[config.mk]
export PLATFORM = sky130hd
export DESIGN_NAME = reg_ctx_sequencer
export DESIGN_NICKNAME = d
export VERILOG_FILES = /design/src/rtl/reg_ctx_sequencer.sv
export SDC_FILE = /design/constraint.sdc
export NUM_CORES = 1
export LEC_CHECK = 0
export CAP_MARGIN = 10
export CORE_ASPECT_RATIO = 2
export CORE_MARGIN = 2
export CORE_UTILIZATION = 36
export DETAILED_ROUTE_END_ITERATION = 6
export GPL_ROUTABILITY_DRIVEN = 0
export PLACE_DENSITY = 0.73
export SYNTH_ARGS = -nofsm -noshare
export SYNTH_HDL_FRONTEND = slang
export SYNTH_SLANG_ARGS = --single-unit
[constraint.sdc]
create_clock -name Clk -period 2.8 [get_ports Clk]
set_clock_uncertainty 0.15 [all_clocks]
set_input_delay 0.7 -clock Clk [delete_from_list [all_inputs] [get_ports Clk]]
set_output_delay 0.7 -clock Clk [all_outputs]
set_load 0.01 [all_outputs]
[src/rtl/reg_ctx_sequencer.sv]
// Register-context sequencer: saves R0..R7 to memory or restores them from
// memory, one word per request/acknowledge transaction starting at Base.
module reg_ctx_sequencer (
    input  logic        Clk,
    input  logic        Reset,
    input  logic        Start,
    input  logic        Mode,
    input  logic [15:0] Base,
    output logic        Busy,
    output logic        Done,
    output logic [2:0]  RF_SR1,
    input  logic [15:0] RF_SR1_OUT,
    output logic        RF_LD,
    output logic [2:0]  RF_DR,
    output logic [15:0] RF_Bus,
    output logic        MEM_Req,
    output logic        MEM_WE,
    output logic [15:0] MEM_Addr,
    output logic [15:0] MEM_WData,
    input  logic        MEM_Ack,
    input  logic [15:0] MEM_RData,
    output logic [2:0]  dbg_state
);

    typedef enum logic [2:0] {
        IDLE     = 3'd0,
        SAVE_REQ = 3'd1,
        RST_REQ  = 3'd2,
        RST_WB   = 3'd3,
        DONE     = 3'd4
    } state_t;

    state_t      state;
    logic [2:0]  idx;
    logic [15:0] base;
    logic [15:0] data;
    logic [2:0]  idx_nxt;
    logic [15:0] addr_nxt;

    assign idx_nxt  = idx + 3'd1;
    assign addr_nxt = base + {13'd0, idx_nxt};

    // Memory handshake: MEM_Req with MEM_WE/MEM_Addr/MEM_WData is held unchanged
    // until the single-cycle MEM_Ack; an ack seen while MEM_Req is low is ignored.
    assign MEM_WData = (state == SAVE_REQ) ? RF_SR1_OUT : 16'd0;
    assign RF_Bus    = RF_LD ? data : 16'd0;
    assign dbg_state = state;

    always_ff @(posedge Clk or posedge Reset) begin
        if (Reset) begin
            state    <= IDLE;
            idx      <= 3'd0;
            base     <= 16'd0;
            data     <= 16'd0;
            Busy     <= 1'b0;
            Done     <= 1'b0;
            RF_SR1   <= 3'd0;
            RF_LD    <= 1'b0;
            RF_DR    <= 3'd0;
            MEM_Req  <= 1'b0;
            MEM_WE   <= 1'b0;
            MEM_Addr <= 16'd0;
        end else begin
            Done  <= 1'b0;
            RF_LD <= 1'b0;
            RF_DR <= 3'd0;
            case (state)
                IDLE: begin
                    if (Start) begin
                        base     <= Base;
                        idx      <= 3'd0;
                        Busy     <= 1'b1;
                        RF_SR1   <= 3'd0;
                        MEM_Req  <= 1'b1;
                        MEM_Addr <= Base;
                        if (!Mode) begin
                            state  <= SAVE_REQ;
                            MEM_WE <= 1'b1;
                        end else begin
                            state  <= RST_REQ;
                            MEM_WE <= 1'b0;
                        end
                    end
                end
                SAVE_REQ: begin
                    if (MEM_Ack) begin
                        if (idx == 3'd7) begin
                            state    <= DONE;
                            Busy     <= 1'b0;
                            Done     <= 1'b1;
                            RF_SR1   <= 3'd0;
                            MEM_Req  <= 1'b0;
                            MEM_WE   <= 1'b0;
                            MEM_Addr <= 16'd0;
                        end else begin
                            idx      <= idx_nxt;
                            RF_SR1   <= idx_nxt;
                            MEM_Addr <= addr_nxt;
                        end
                    end
                end
                RST_REQ: begin
                    if (MEM_Ack) begin
                        state    <= RST_WB;
                        data     <= MEM_RData;
                        MEM_Req  <= 1'b0;
                        MEM_WE   <= 1'b0;
                        MEM_Addr <= 16'd0;
                        RF_LD    <= 1'b1;
                        RF_DR    <= idx;
                    end
                end
                RST_WB: begin
                    if (idx == 3'd7) begin
                        state <= DONE;
                        Busy  <= 1'b0;
                        Done  <= 1'b1;
                    end else begin
                        state    <= RST_REQ;
                        idx      <= idx_nxt;
                        MEM_Req  <= 1'b1;
                        MEM_Addr <= addr_nxt;
                    end
                end
                DONE: begin
                    state <= IDLE;
                end
                default: begin
                    state    <= IDLE;
                    Busy     <= 1'b0;
                    RF_SR1   <= 3'd0;
                    MEM_Req  <= 1'b0;
                    MEM_WE   <= 1'b0;
                    MEM_Addr <= 16'd0;
                end
            endcase
        end
    end

endmodule

==> metrics.csv, run 1 <==
metric,value,unit
DRC Markers,0,
DR top layer,met4,
Clock Path Buffers,2,
Pwr Total,5.44,mW
Critical path buffers and inverters,2,
post-layout util,54.2,%
"Warnings, synthesis",0,
fin. max-slew vios,0,
Routed WL,8.79,mm
area of the multi-input gates,1660,sq um
Syn Area/Cell,10.6,sq um
fill count,847,
WP depth,3,
Crit path largest cell delay,550,ps
synth unique cells,50,
Vias/cell,5.19,
sequential fraction of the synthesis area,48.0,%
CORE AREA,9260,sq um
status,finished clean,
CP Launch Type,primary input,
worst min-delay path category,flip-flop to flip-flop,
WL/cell,16.0,microns
port buffer count,114,
initial antenna violation count,0,
RSZ-0062 raised after global routing,no,
Yosys reg bits,65,
Initial Utilization,36.6,%
clk root buf,clkbuf_16,
Crit-path slowest cell,clkdlybuf4s50_1,
Worst Path Arrival,1860,ps
R2R Setup Slk,250,ps
Setup Viol. Count Final,0,
worst slew pin tran,850,ps
Critical R2R Launch,idx[0],
Post-Synthesis Cells,319,
Final Cycle Share,96.9,%
PD cells,1080,nW/um^2
drt initial violations,159,
max-cap violations,0,
Worst Setup Path Type,primary input to output port,
clock slew at reported path FFs,50,ps
fraction of registers with async set/reset,100,%
Synthesized Nets,378,
H-tree depth,3,
Hold Path Origin,RF_SR1[2],
WL met3,368,microns
Crit path top cell by count,clkdlybuf4s50_1,
layout net count,500,
final instance count without filler cells,550,
hold buffers post-CTS,0,
Max Clk Rate,0.369,GHz
Worst Setup EP,MEM_WData[8],
Clock Sinks,65,
DIE HEIGHT,141,microns
drt first pass iters,4,
layout cell share with drive strength beyond 1,17.0,%
CP Capture Type,output port,
max_slew headroom,43.3,%
Leakage Power,2.09,nW
largest net degree at the start of global routing,66,
Final HPWL DP,6.46,mm
Post-synth EDFFs,0,
RR Endpoint,MEM_Addr[11],
Worst Reg-to-Reg Cells,10,
crit path from,RF_SR1_OUT[8],
post-synthesis cell area,3390,sq um
via count,2852,
CTS buffer count,9,
Final ANT Viol Nets,0,
Critical Path RT,1950,ps
die area,10300,sq um
vias in the first global route,2972,
crit-path cells,clkdlybuf4s50_1 -> and3_1 -> clkdlybuf4s50_1,
CP top delay family,buffers and inverters,
peak supply drop,0.000700,V
met1 WL,3.15,mm
I/O Pins,115,
most frequent cells in the layout,"114 x clkdlybuf4s50_1, 65 x dfrtp_1, 31 x mux2_2, 28 x nand2_1, 22 x o21ai_0",
Inst Count DP,533,
global-route wire length before repair,14.2,mm
Fin Setup TNS,0,ps
synth-to-layout area growth,48.0,%
Global Route Usage Sum,18.0,%
worst-skew pair later-pin latency,330,ps
Final min period,2710,ps
die width,72.6,microns
crit path max fanout,1,
Core Rows,50,
top_reg_cell synth,dfrtp_1,
CTS tree,built,
"commonest non-fill, non-tap cell in the layout",clkdlybuf4s50_1,
GRT overflow,0,
routed length on met2,5.01,mm
Inserted Diodes,0,
design area,5020,sq um
Placement Cell Area,4680,sq um
Hold Fails Final Rpt,0,
register area,1630,sq um
[worst register-to-register path, stage by stage (launching register included)]
cell and delay [ps]:
dfrtp_1 430, ha_1 230, ha_1 350, ha_4 320, a21oi_1 70, buf_4 160
a211oi_4 280, buf_4 160, nand2_1 60, xnor2_1 130, o211ai_1 150
[how the worst min path moves through the flow]
stage,to,depth (start not counted)
3_5_place_dp,RF_SR1[2],2
5_1_grt,data[0],1
3_3_place_gp,RF_SR1[1],2
2_1_floorplan,data[10],1
6_report,RF_SR1[2],2
4_1_cts,RF_SR1[2],2
[registers in the layout, indices dropped and copies added, names as in the netlist, 3 cells and up]
signal     flops
RF_DR          3
idx            3
base          16
data          16
dbg_state      3
RF_SR1         3
MEM_Addr      16
[logic make-up (layout without fill, tap and decap cells)]
group	count (synthesis)	in the layout	synth area share [%]
adder cells (fa/ha/maj)	6	6	2.44
XOR/XNOR	15	15	3.87
flip-flops	65	65	48.0
AO/OA/AOI/OAI	69	69	13.1
AND/OR/NAND/NOR	106	106	18.3
multiplexers	31	31	10.3
buffers and inverters	27	154	4.06
[what timing repair did]
| action | in CTS | in global routing |
|---|---|---|
| setup endpoints to repair | 0 | 20 |
| hold endpoints to repair | 0 | 0 |
| setup buffers | 0 | 1 |
| gates resized for setup | 0 | 5 |
[power breakdown]
| part | leakage [nW] | internal, mW | switching, mW | total [mW] |
|---|---|---|---|---|
| sequential | 0.802 | 1.37 | 0.328 | 1.70 |
| combinational | 1.14 | 1.37 | 1.29 | 2.66 |
| clock | 0.149 | 0.692 | 0.388 | 1.08 |
| total | 2.09 | 3.43 | 2.01 | 5.44 |
[synthesized netlist by cell type (2+ instances only)]
library cell	instances	area [sq um]
nand2_1	28	105
a221oi_1	4	35.0
dfrtp_1	65	1630
nand2b_1	5	31.3
nor3_4	2	32.5
a211oi_1	2	15.0
and3_1	16	100
nand4_1	3	18.8
buf_2	5	25.0
buf_6	2	22.5
ha_1	5	62.6
a21oi_1	14	70.1
o21ai_1	2	10.0
xnor2_1	8	70.1
nor3_1	6	30.0
mux2_2	31	349
a22oi_1	11	82.6
clkbuf_1	6	22.5
inv_1	10	37.5
xor2_1	7	61.3
buf_4	4	30.0
o21ai_0	22	110
nand3_1	7	35.0
a22o_1	2	17.5
nor2b_1	3	18.8
nor4_1	2	12.5
and2_1	18	113
nor2_1	7	26.3
[per-layer routing]
layer | GRT usage (%) | vias to the layer above
li1 | - | 1385
met1 | 18.8 | 1366
met2 | 32.9 | 82
met3 | 2.77 | 19
met4 | 9.84 | 0
met5 | 0 | -
[through the flow]
stage          hold WS (ps)  setup slack, ps
2_1_floorplan           322              324
3_5_place_dp            320             94.9
4_1_cts                 331             27.2
3_3_place_gp            317              117
5_1_grt                 361             27.1
6_report                325             87.9
[layout make-up]
type	count	share of cell area, %
Tap cell	104	2.59
Sequential cell	65	32.4
Multi-Input combinational cell	227	33.0
Inverter	10	0.823
Timing Repair Buffer	128	25.3
Clock inverter	2	0.199
Clock buffer	14	5.66
No activity file was read; power rests on OpenSTA's default activity.
==> run 2, diff against run 1 <==
CORE_UTILIZATION = 46   (was 36)
HOLD_SLACK_MARGIN = 0.03   (was unset)
PLACE_DENSITY = 0.88   (was 0.73)
==> metrics.csv, run 2 (synthesis gave the netlist of run 1 again) <==
metric,value,unit
port buffer count,114,
drt initial violations,182,
"commonest non-fill, non-tap cell in the layout",clkdlybuf4s50_1,
peak supply drop,0.000664,V
Vias/cell,5.41,
busiest layer in global routing,met2,
Critical Path RT,1950,ps
Setup Viol. Count Final,0,
layout cell share with drive strength beyond 1,15.8,%
clk root buf,clkbuf_16,
CTS buffer count,9,
Inserted Diodes,0,
Core Rows,44,
Fin Setup TNS,0,ps
Leakage Power,2.07,nW
Final min period,2730,ps
via count,2895,
global-route wire length before repair,14.2,mm
Clock Path Buffers,2,
I/O Pins,115,
status,finished clean,
die width,64.7,microns
met3 Usage GRT,5.40,%
worst-skew pair later-pin latency,330,ps
worst min-delay path category,flip-flop to flip-flop,
CP Launch Type,primary input,
largest registers,"MEM_Addr (16), base (16), data (16)",
WL/cell,16.5,microns
Clock Sinks,65,
die area,8120,sq um
Max Clk Rate,0.366,GHz
Final ANT Viol Nets,0,
GRT overflow,0,
Final HPWL DP,6.52,mm
max_slew headroom,42.3,%
PD cells,1090,nW/um^2
hold buffers post-CTS,0,
synth-to-layout area growth,45.8,%
DIE HEIGHT,125,microns
layout net count,497,
Routed WL,8.84,mm
largest net degree at the start of global routing,66,
vias in the first global route,3006,
CTS tree,built,
drt first pass iters,4,
crit path max fanout,1,
met2 usage,42.4,%
Hold Fails Final Rpt,0,
Worst Setup Path Type,primary input to output port,
Global Route met1 Usage,22.9,%
RSZ-0062 raised after global routing,yes,
fin. max-slew vios,0,
DRC Markers,0,
worst slew pin tran,865,ps
Final Cycle Share,97.6,%
Worst Path Arrival,1880,ps
clock slew at reported path FFs,50,ps
CP Capture Type,output port,
initial antenna violation count,0,
PnR worst setup slack,67.0,ps
Initial Utilization,47.0,%
CORE AREA,7210,sq um
max-cap violations,0,
most frequent cells in the layout,"114 x clkdlybuf4s50_1, 65 x dfrtp_1, 31 x mux2_2, 28 x nand2_1, 22 x o21ai_0",
Global Route Usage Sum,23.1,%
post-layout util,68.5,%
H-tree depth,3,
DP Worst Slack,-18.1,ps
run 2: area by class of cell:
| class | instances | area, sq um |
|---|---|---|
| clock buffer | 13 | 250 |
| timing repair buffer | 125 | 1240 |
| multi-input combinational | 227 | 1630 |
| fill | 532 | 2270 |
| tap | 92 | 115 |
| inverter | 10 | 41.3 |
| clock inverter | 3 | 40.0 |
| sequential | 65 | 1630 |
run 2: metrics by stage:
stage          std cells  hold WS [ps]  power (mW)  area (sq um)
4_1_cts              535           345        5.40          4930
2_1_floorplan        319           322        3.27          3390
6_report             535           337        5.40          4940
5_1_grt              535           364        5.76          4940
3_3_place_gp         519           313        4.16          4640
3_5_place_dp         519           331        4.28          4640
run 2: what timing repair did:
action,in CTS,in global routing
buffers inserted,0,0
resized for setup,0,3
endpoints found under the setup margin,0,20
run 2: power breakdown:
part           switching (mW)  total [mW]  internal (mW)
clock                   0.383        1.09          0.710
sequential              0.346        1.72           1.37
combinational            1.27        2.60           1.32
total                    2.00        5.40           3.40
run 2: final timing paths:
path	start	to	slack (ps)	cells past startpoint
worst min register to register	MEM_Addr[2]	MEM_Addr[2]	340	2
worst min-delay path	MEM_Addr[2]	MEM_Addr[2]	340	2
worst max-delay path	RF_SR1_OUT[0]	MEM_WData[0]	70	3
worst max register to register	idx[0]	MEM_Addr[13]	130	8
min in group asynchronous	Reset	data[1]	590	3
max in group asynchronous	Reset	MEM_Addr[15]	1610	3
run 2: per-layer routing:
metal / vias to the layer above / routed length, microns
met5: - / 0
met4: 0 / 294
met3: 25 / 375
met2: 91 / 5090
met1: 1398 / 3080
li1: 1381 / -
run 2: worst max-delay path, cell delays in order:
cell,delay [ps]
clkdlybuf4s50_1,470
and3_1,160
clkdlybuf4s50_1,550
==> run 3, diff against run 2 <==
PLACE_DENSITY = 0.9   (was 0.88)
==> metrics.csv, run 3 (synthesis gave the netlist of run 1 again) <==
metric,value,unit
synth-to-layout area growth,46.1,%
Flop pwr share,31.9,%
Placement Cell Area,4660,sq um
I/O Pins,115,
PD cells,1080,nW/um^2
Inserted Diodes,0,
H-tree depth,3,
worst-skew pair later-pin latency,330,ps
CORE AREA,7210,sq um
peak supply drop,0.000622,V
layout cell share with drive strength beyond 1,16.2,%
global-route wire length before repair,14.0,mm
worst min-delay path category,flip-flop to flip-flop,
DRC Markers,0,
Leakage Power,2.07,nW
Vias/cell,5.46,
Final HPWL DP,6.36,mm
fin. max-slew vios,0,
Worst Path Arrival,2760,ps
Final ANT Viol Nets,0,
Core Rows,44,
max-cap violations,0,
vias in the first global route,2962,
Global Route Usage Sum,22.4,%
CTS tree,built,
Hold Fails Final Rpt,0,
Setup Viol. Count Final,0,
post-layout util,68.7,%
WL/cell,16.3,microns
met2 usage,41.2,%
port buffer count,114,
clock slew at reported path FFs,50,ps
design area,4950,sq um
largest net degree at the start of global routing,66,
met3 Usage GRT,4.59,%
layout net count,498,
initial antenna violation count,0,
CP Launch Type,flip-flop,
via count,2925,
die area,8120,sq um
status,finished clean,
Pint,3.35,mW
hold depth,1,
CTS buffer count,9,
busiest layer in global routing,met2,
Worst Setup Path Type,flip-flop to flip-flop,
RSZ-0062 raised after global routing,yes,
GRT overflow,0,
crit path max fanout,6,
Sw Ratio,37.2,%
max_slew headroom,39.8,%
clk root buf,clkbuf_16,
drt first pass iters,4,
Routed WL,8.73,mm
Worst Reg-to-Reg Cells,8,
Clk pwr share,19.1,%
most frequent cells in the layout,"114 x clkdlybuf4s50_1, 65 x dfrtp_1, 31 x mux2_2, 28 x nand2_1, 22 x o21ai_0",
largest registers,"MEM_Addr (16), base (16), data (16)",
Clock Path Buffers,2,
Final min period,2740,ps
Max Clk Rate,0.365,GHz
worst slew pin tran,904,ps
Critical Path RT,2830,ps
Global Route met1 Usage,23.4,%
drt initial violations,147,
"commonest non-fill, non-tap cell in the layout",clkdlybuf4s50_1,
die width,64.7,microns
Net Switching,1.98,mW
combinational share of power,49.1,%
CP Capture Type,flip-flop,
DIE HEIGHT,125,microns
Initial Utilization,47.0,%
Final Cycle Share,97.8,%
Clock Sinks,65,
-- run 3: changes by cell type in the layout (fill, tap and decap cells not counted) --
cell and delta:
a21oi_1 +1, a21oi_2 -1, buf_12 +1, buf_4 -1, buf_6 +1, bufinv_16 -1, clkbuf_1 -1, clkbuf_8 +1
clkinv_2 +1, nor4_1 -1, nor4_2 +1
-- run 3: power groups by stage --
stage	logic (mW)	registers, mW	clock network, mW
3_3_place_gp	2.49	1.68	0
6_report	2.62	1.70	1.02
3_5_place_dp	2.59	1.71	0
4_1_cts	2.61	1.70	1.04
5_1_grt	2.84	1.76	1.09
2_1_floorplan	1.55	1.72	0
-- run 3: final timing paths --
kind,from,endpoint,slack [ps]
worst max-delay path,idx[0],MEM_Addr[12],60
worst min-delay path,Busy,Busy,340
worst max register to register,idx[0],MEM_Addr[12],60
worst min register to register,Busy,Busy,340
max in group asynchronous,Reset,MEM_Addr[3],1610
min in group asynchronous,Reset,data[14],620
-- run 3: metal layers --
layer / vias up / part of all wire [%]
met4: 0 / 2.0
met3: 14 / 4.4
li1: 1386 / -
met5: - / 0
met1: 1448 / 36
met2: 77 / 57
-- run 3: final cells by class --
cell class | instances | area (sq um)
inverters | 10 | 41.3
fillers | 533 | 2260
repair buffers | 126 | 1260
multi-input cells | 227 | 1640
flip-flops and latches | 65 | 1630
clock buffers | 13 | 260
well taps | 92 | 115
clock inverters | 3 | 15.0
-- run 3: worst max-delay path, stage by stage, from the launching register on --
cell      delay (ps)
dfrtp_1          430
ha_1             230
ha_1             320
ha_1             360
a21oi_1          460
nor4_2           130
xor2_1           180
a221oi_1         260
a21oi_1           70
-- run 3: repair_timing --
action                                  4_1_cts  5_1_grt
hold endpoints to repair                      0        0
hold buffers                                  0        0
buffers inserted                              0        0
endpoints found under the setup margin        0       20
gates resized for setup                       0        4
-- run 3: stage by stage --
step / power [mW] / cells / setup WS [ps] / setup TNS [ps] / hold slack (ps)
after floorplan: 3.27 / 319 / 324 / 0 / 322
after global placement: 4.17 / 520 / 110 / 0 / 315
after detailed placement: 4.30 / 520 / 58.7 / 0 / 326
after CTS: 5.35 / 536 / 22.9 / 0 / 338
after global routing: 5.69 / 536 / -70.8 / -240 / 364
final: 5.34 / 536 / 62.4 / 0 / 339
==> patch 1, RTL diff (settings of run 1) <==
Reset style: synchronous (`Reset`), changed in one clocked block.
--- a/src/rtl/reg_ctx_sequencer.sv
+++ b/src/rtl/reg_ctx_sequencer.sv
@@ -46,7 +46,7 @@
     assign RF_Bus    = RF_LD ? data : 16'd0;
     assign dbg_state = state;
 
-    always_ff @(posedge Clk or posedge Reset) begin
+    always_ff @(posedge Clk) begin
         if (Reset) begin
             state    <= IDLE;
             idx      <= 3'd0;
Function: differs if Reset is asserted again (counterexample within 4 cycles, from zero or initial values and one cycle with Reset high); with Reset held inactive, the same outputs for 4 cycles.
==> patch 1 against run 1 <==
  * Synthesized area shrank 4.5%
  * Final area shrank 4.9%
  * Non-clock buffer count is 2 higher
  * Count of clock-buffer cells in the layout decreased by 1
  * Core utilization down 0.51 points
  * Highest routed layer unchanged
  * Routed wire length rose by 7.2%
  * Synthesized cell count up 21%
  * Setup slack gained 41 ps
  * Sequential cell count stayed put
Power is not compared: it rests on default switching activity, and its combinational part moved more than twofold at a synthesized area within 25%.
==> patch 1: results (changes against run 1) <==
stage,metric,value,unit,change
final_layout,final cell count without fillers,607,,was 550
final_layout,NumNets Final,562,,was 500
critical_path,reg2reg start,idx[0],,unchanged
logic_synthesis,post-synthesis mux area share,1.082,%,was 10.30%
critical_path,reg2reg end,MEM_Addr[13],,was MEM_Addr[11]
grt,gr usage total,19.78,%,was 17.96%
detailed_routing,final wirelength,9430,µm,was 8793 µm
detailed_routing,DR WL met3,420,µm,was 368 µm
logic_synthesis,Netlist cell types,63,,was 50
detailed_routing,via-per-instance ratio,5.209,,was 5.185
placed_design,DP Wirelength,7142,µm,was 6465 µm
timing,Hold WS,296.9,ps,was 325.2 ps
outcome,status,"complete, no violations",,unchanged
detailed_routing,initial DRC count,156,,was 159
hold_path,Worst Hold End,data[6],,was RF_SR1[2]
timing,measured slew at the worst slew-check pin,861.7,ps,was 850.2 ps
timing,Final Worst Setup Slack,128.7,ps,was 87.86 ps
grt,first-pass GRT wire length,15420,µm,was 14230 µm
final_layout,share of cells above drive strength 1,10.10,%,was 17.04%
critical_path,R2R cell count,9,,was 10
logic_synthesis,sequential element share of the synthesized area,40.20,%,was 47.97%
placed_design,dpl cells,593,,was 533
logic_synthesis,Synth Area in Adders,2.551,%,was 2.435%
detailed_routing,met1 wire length,3400,µm,was 3148 µm
critical_path,crit path max fanout,16,,was 1
power,total power,2.870,mW,
grt,vias in the first global route,3189,,was 2972
logic_synthesis,"Async S/R FF share, synth",0,%,was 100.0%
logic_synthesis,syn nets,446,,was 378
logic_synthesis,commonest cells in the netlist,"nand2_1 (74), dfxtp_1 (65), a21oi_1 (46)",,"was dfrtp_1 (65), mux2_2 (31), nand2_1 (28)"
critical_path,Worst Path Arrival,1820,ps,was 1860 ps
grt,largest net degree at the start of global routing,32,,was 66
critical_path,Worst Setup EP,MEM_WData[1],,was MEM_WData[8]
patch 1: cell count changes after synthesis, sizes merged, moves of 5 or more:
cell | before | now
and3 | 16 | 2
a21oi | 15 | 47
mux2 | 31 | 1
o21ai | 25 | 4
o2bb2ai | 0 | 7
dfxtp | 0 | 65
dfrtp | 65 | 0
xnor2 | 8 | 3
inv | 10 | 5
nor2 | 7 | 17
nand2 | 28 | 74
and2 | 18 | 35
patch 1: worst register-to-register path, cell delays in order (launching register included):
cell,delay (ps)
dfxtp_1,320
ha_1,200
ha_1,350
ha_1,370
o211ai_1,340
nor2_1,110
buf_4,170
and4_2,220
o21ai_0,190
a211oi_1,100
patch 1: per-layer routing:
layer	vias up	track usage [%]
met5	-	0
met1	1476	20.38
met4	0	8.342
met3	16	4.446
li1	1578	-
met2	92	36.99
patch 1: area by class of cell:
class,count,area [µm²]
well taps,102,127.6
clock buffers,13,270.3
fillers,836,4116
repair buffers,130,1260
flip-flops and latches,65,1301
multi-input cells,292,1795
inverters,5,18.77
==> patch 2, RTL diff (config.mk and constraints of run 1) <==
Made on the original files. Add an input register stage for `Mode`, without a reset; this delays it by one clock. The other inputs are not delayed to match.
--- a/src/rtl/reg_ctx_sequencer.sv
+++ b/src/rtl/reg_ctx_sequencer.sv
@@ -29,6 +29,12 @@
         RST_WB   = 3'd3,
         DONE     = 3'd4
     } state_t;
+
+    logic Mode_q;
+
+    always_ff @(posedge Clk) begin
+        Mode_q <= Mode;
+    end
 
     state_t      state;
     logic [2:0]  idx;
@@ -73,7 +79,7 @@
                         RF_SR1   <= 3'd0;
                         MEM_Req  <= 1'b1;
                         MEM_Addr <= Base;
-                        if (!Mode) begin
+                        if (!Mode_q) begin
                             state  <= SAVE_REQ;
                             MEM_WE <= 1'b1;
                         end else begin
Behaviour: not the same (Yosys sat finds a counterexample within 4 cycles, from zero or initial values and one cycle with Reset high).
==> patch 2 against run 1 <==
  * Setup slack better by 0.94 ps
  * Power down 2.7%
  * Synthesized area up 0.59%
  * Routed wire length down 2.3%
  * Sequential cell count up 1
  * Final area down 0.62%
  * Clock power down 8%
  * Sequential share of layout area up 0.60 points
==> patch 2: results (changes against run 1) <==
stage,metric,value,unit,change
logic_synthesis,Post-Synthesis Cells,320,,was 319
final_layout,NumNets Final,500,,unchanged
final_layout,Layout clock area frac,5.268,%,was 5.859%
outcome,status,"complete, no violations",,unchanged
logic_synthesis,dominant cells by area after synthesis,"dfrtp_1 (48%), mux2_2 (10%), and2_1 (3.3%), o21ai_0 (3.2%), nand2_1 (3.1%)",,unchanged
logic_synthesis,syn nets,379,,was 378
final_layout,multi-input logic portion of the cell area,32.69,%,was 32.98%
final_layout,clkbuf count,15,,was 14
final_layout,share of cells above drive strength 1,15.47,%,was 17.04%
detailed_routing,initial DRC count,230,,was 159
final_layout,Seq/total area,33.02,%,was 32.41%
logic_synthesis,sequential element share of the synthesized area,48.28,%,was 47.97%
grt,first-pass GRT wire length,13830,µm,was 14230 µm
power,Peak VDD IR,0.0004650,V,was 0.0006995 V
clocking,H-tree levels,3,,unchanged
logic_synthesis,post-synthesis mux area share,10.23,%,was 10.30%
final_layout,Final Core Density,53.86,%,was 54.20%
logic_synthesis,Synth Area in Compound Gates,12.99,%,was 13.06%
detailed_routing,via-per-instance ratio,5.147,,was 5.185
logic_synthesis,Synth Area in Adders,2.421,%,was 2.435%
power,P_int,3.357,mW,was 3.430 mW
logic_synthesis,Synth Area in XOR/XNOR,3.852,%,was 3.875%
detailed_routing,final wirelength,8588,µm,was 8793 µm
grt,GR Layer Usage met2,30.81,%,was 32.87%
power,leakage,2.075,nW,was 2.090 nW
clocking,CTS Root Cell,clkbuf_16,,unchanged
timing,Relative slew margins,42.53,%,was 43.31%
final_layout,number of non-clock buffers,127,,was 128
final_layout,FFs & Latches,66,,was 65
grt,gr usage total,17.26,%,was 17.96%
grt,met1 usage,18.14,%,was 18.84%
grt,met3 Usage GRT,3.409,%,was 2.770%
logic_synthesis,commonest cells in the netlist,"dfrtp_1 (65), mux2_2 (31), nand2_1 (28)",,unchanged
logic_synthesis,"Async S/R FF share, synth",98.48,%,was 100.0%
floorplan,Die Width,72.83,µm,was 72.63 µm
placed_design,Setup WS pre-CTS,70.49,ps,was 94.93 ps
logic_synthesis,Netlist cell types,51,,was 50
placed_design,"Cell Area, Placed",4717,µm²,was 4684 µm²
clocking,clock latency on the worst-skew pair,330,ps,about the same
placed_design,DP Wirelength,6506,µm,was 6465 µm
logic_synthesis,Syn. warnings,0,,unchanged
grt,initial antenna violation count,0,,unchanged
grt,vias in the first global route,2934,,was 2972
detailed_routing,WL/cell,15.61,µm,was 15.99 µm
final_layout,Layout non-clock buf frac,25.59,%,was 25.33%
placed_design,dpl cells,534,,was 533
final_layout,fillers,832,,was 847
[patch 2: cell count changes after synthesis, sizes merged]
cell	delta
dfxtp	+1
[patch 2: power by group through the flow]
| stage | logic, mW | registers (mW) | clock network [mW] |
|---|---|---|---|
| 4_1_cts | 2.63 | 1.70 | 1.02 |
| 2_1_floorplan | 1.55 | 1.73 | 0 |
| 6_report | 2.60 | 1.70 | 0.989 |
| 3_3_place_gp | 2.56 | 1.69 | 0 |
| 3_5_place_dp | 2.61 | 1.72 | 0 |
| 5_1_grt | 2.88 | 1.76 | 1.07 |
[patch 2: metal layers]
layer  vias up  share of wire, %
met5         -                 0
met1      1341                37
met4         0               3.4
li1       1388                 -
met2        78                55
met3        24               4.0
[patch 2: worst paths after layout]
kind | from | end | slack, ps | cells after the start
setup reg to reg | idx[0] | MEM_Addr[13] | 240 | 9
hold / removal | Busy | Busy | 330 | 1
min in group asynchronous | Reset | data[12] | 640 | 3
setup / recovery | RF_SR1_OUT[9] | MEM_WData[9] | 90 | 3
hold reg to reg | Busy | Busy | 330 | 1
max in group asynchronous | Reset | base[2] | 1590 | 3
[patch 2: logic make-up after synthesis]
family,count (synthesis)
AND/OR/NAND/NOR,106
AO/OA/AOI/OAI,69
flip-flops,66
multiplexers,31
buffers and inverters,27
XOR/XNOR,15
adder cells (fa/ha/maj),6
[patch 2: worst max-delay path, stage by stage]
cell and delay, ps:
clkdlybuf4s50_1 460, and3_1 170, clkdlybuf4s50_1 540
[patch 2: what timing repair did]
action | 4_1_cts | 5_1_grt
setup buffers | 0 | 0
setup endpoints to repair | 0 | 17
gates resized for setup | 0 | 2
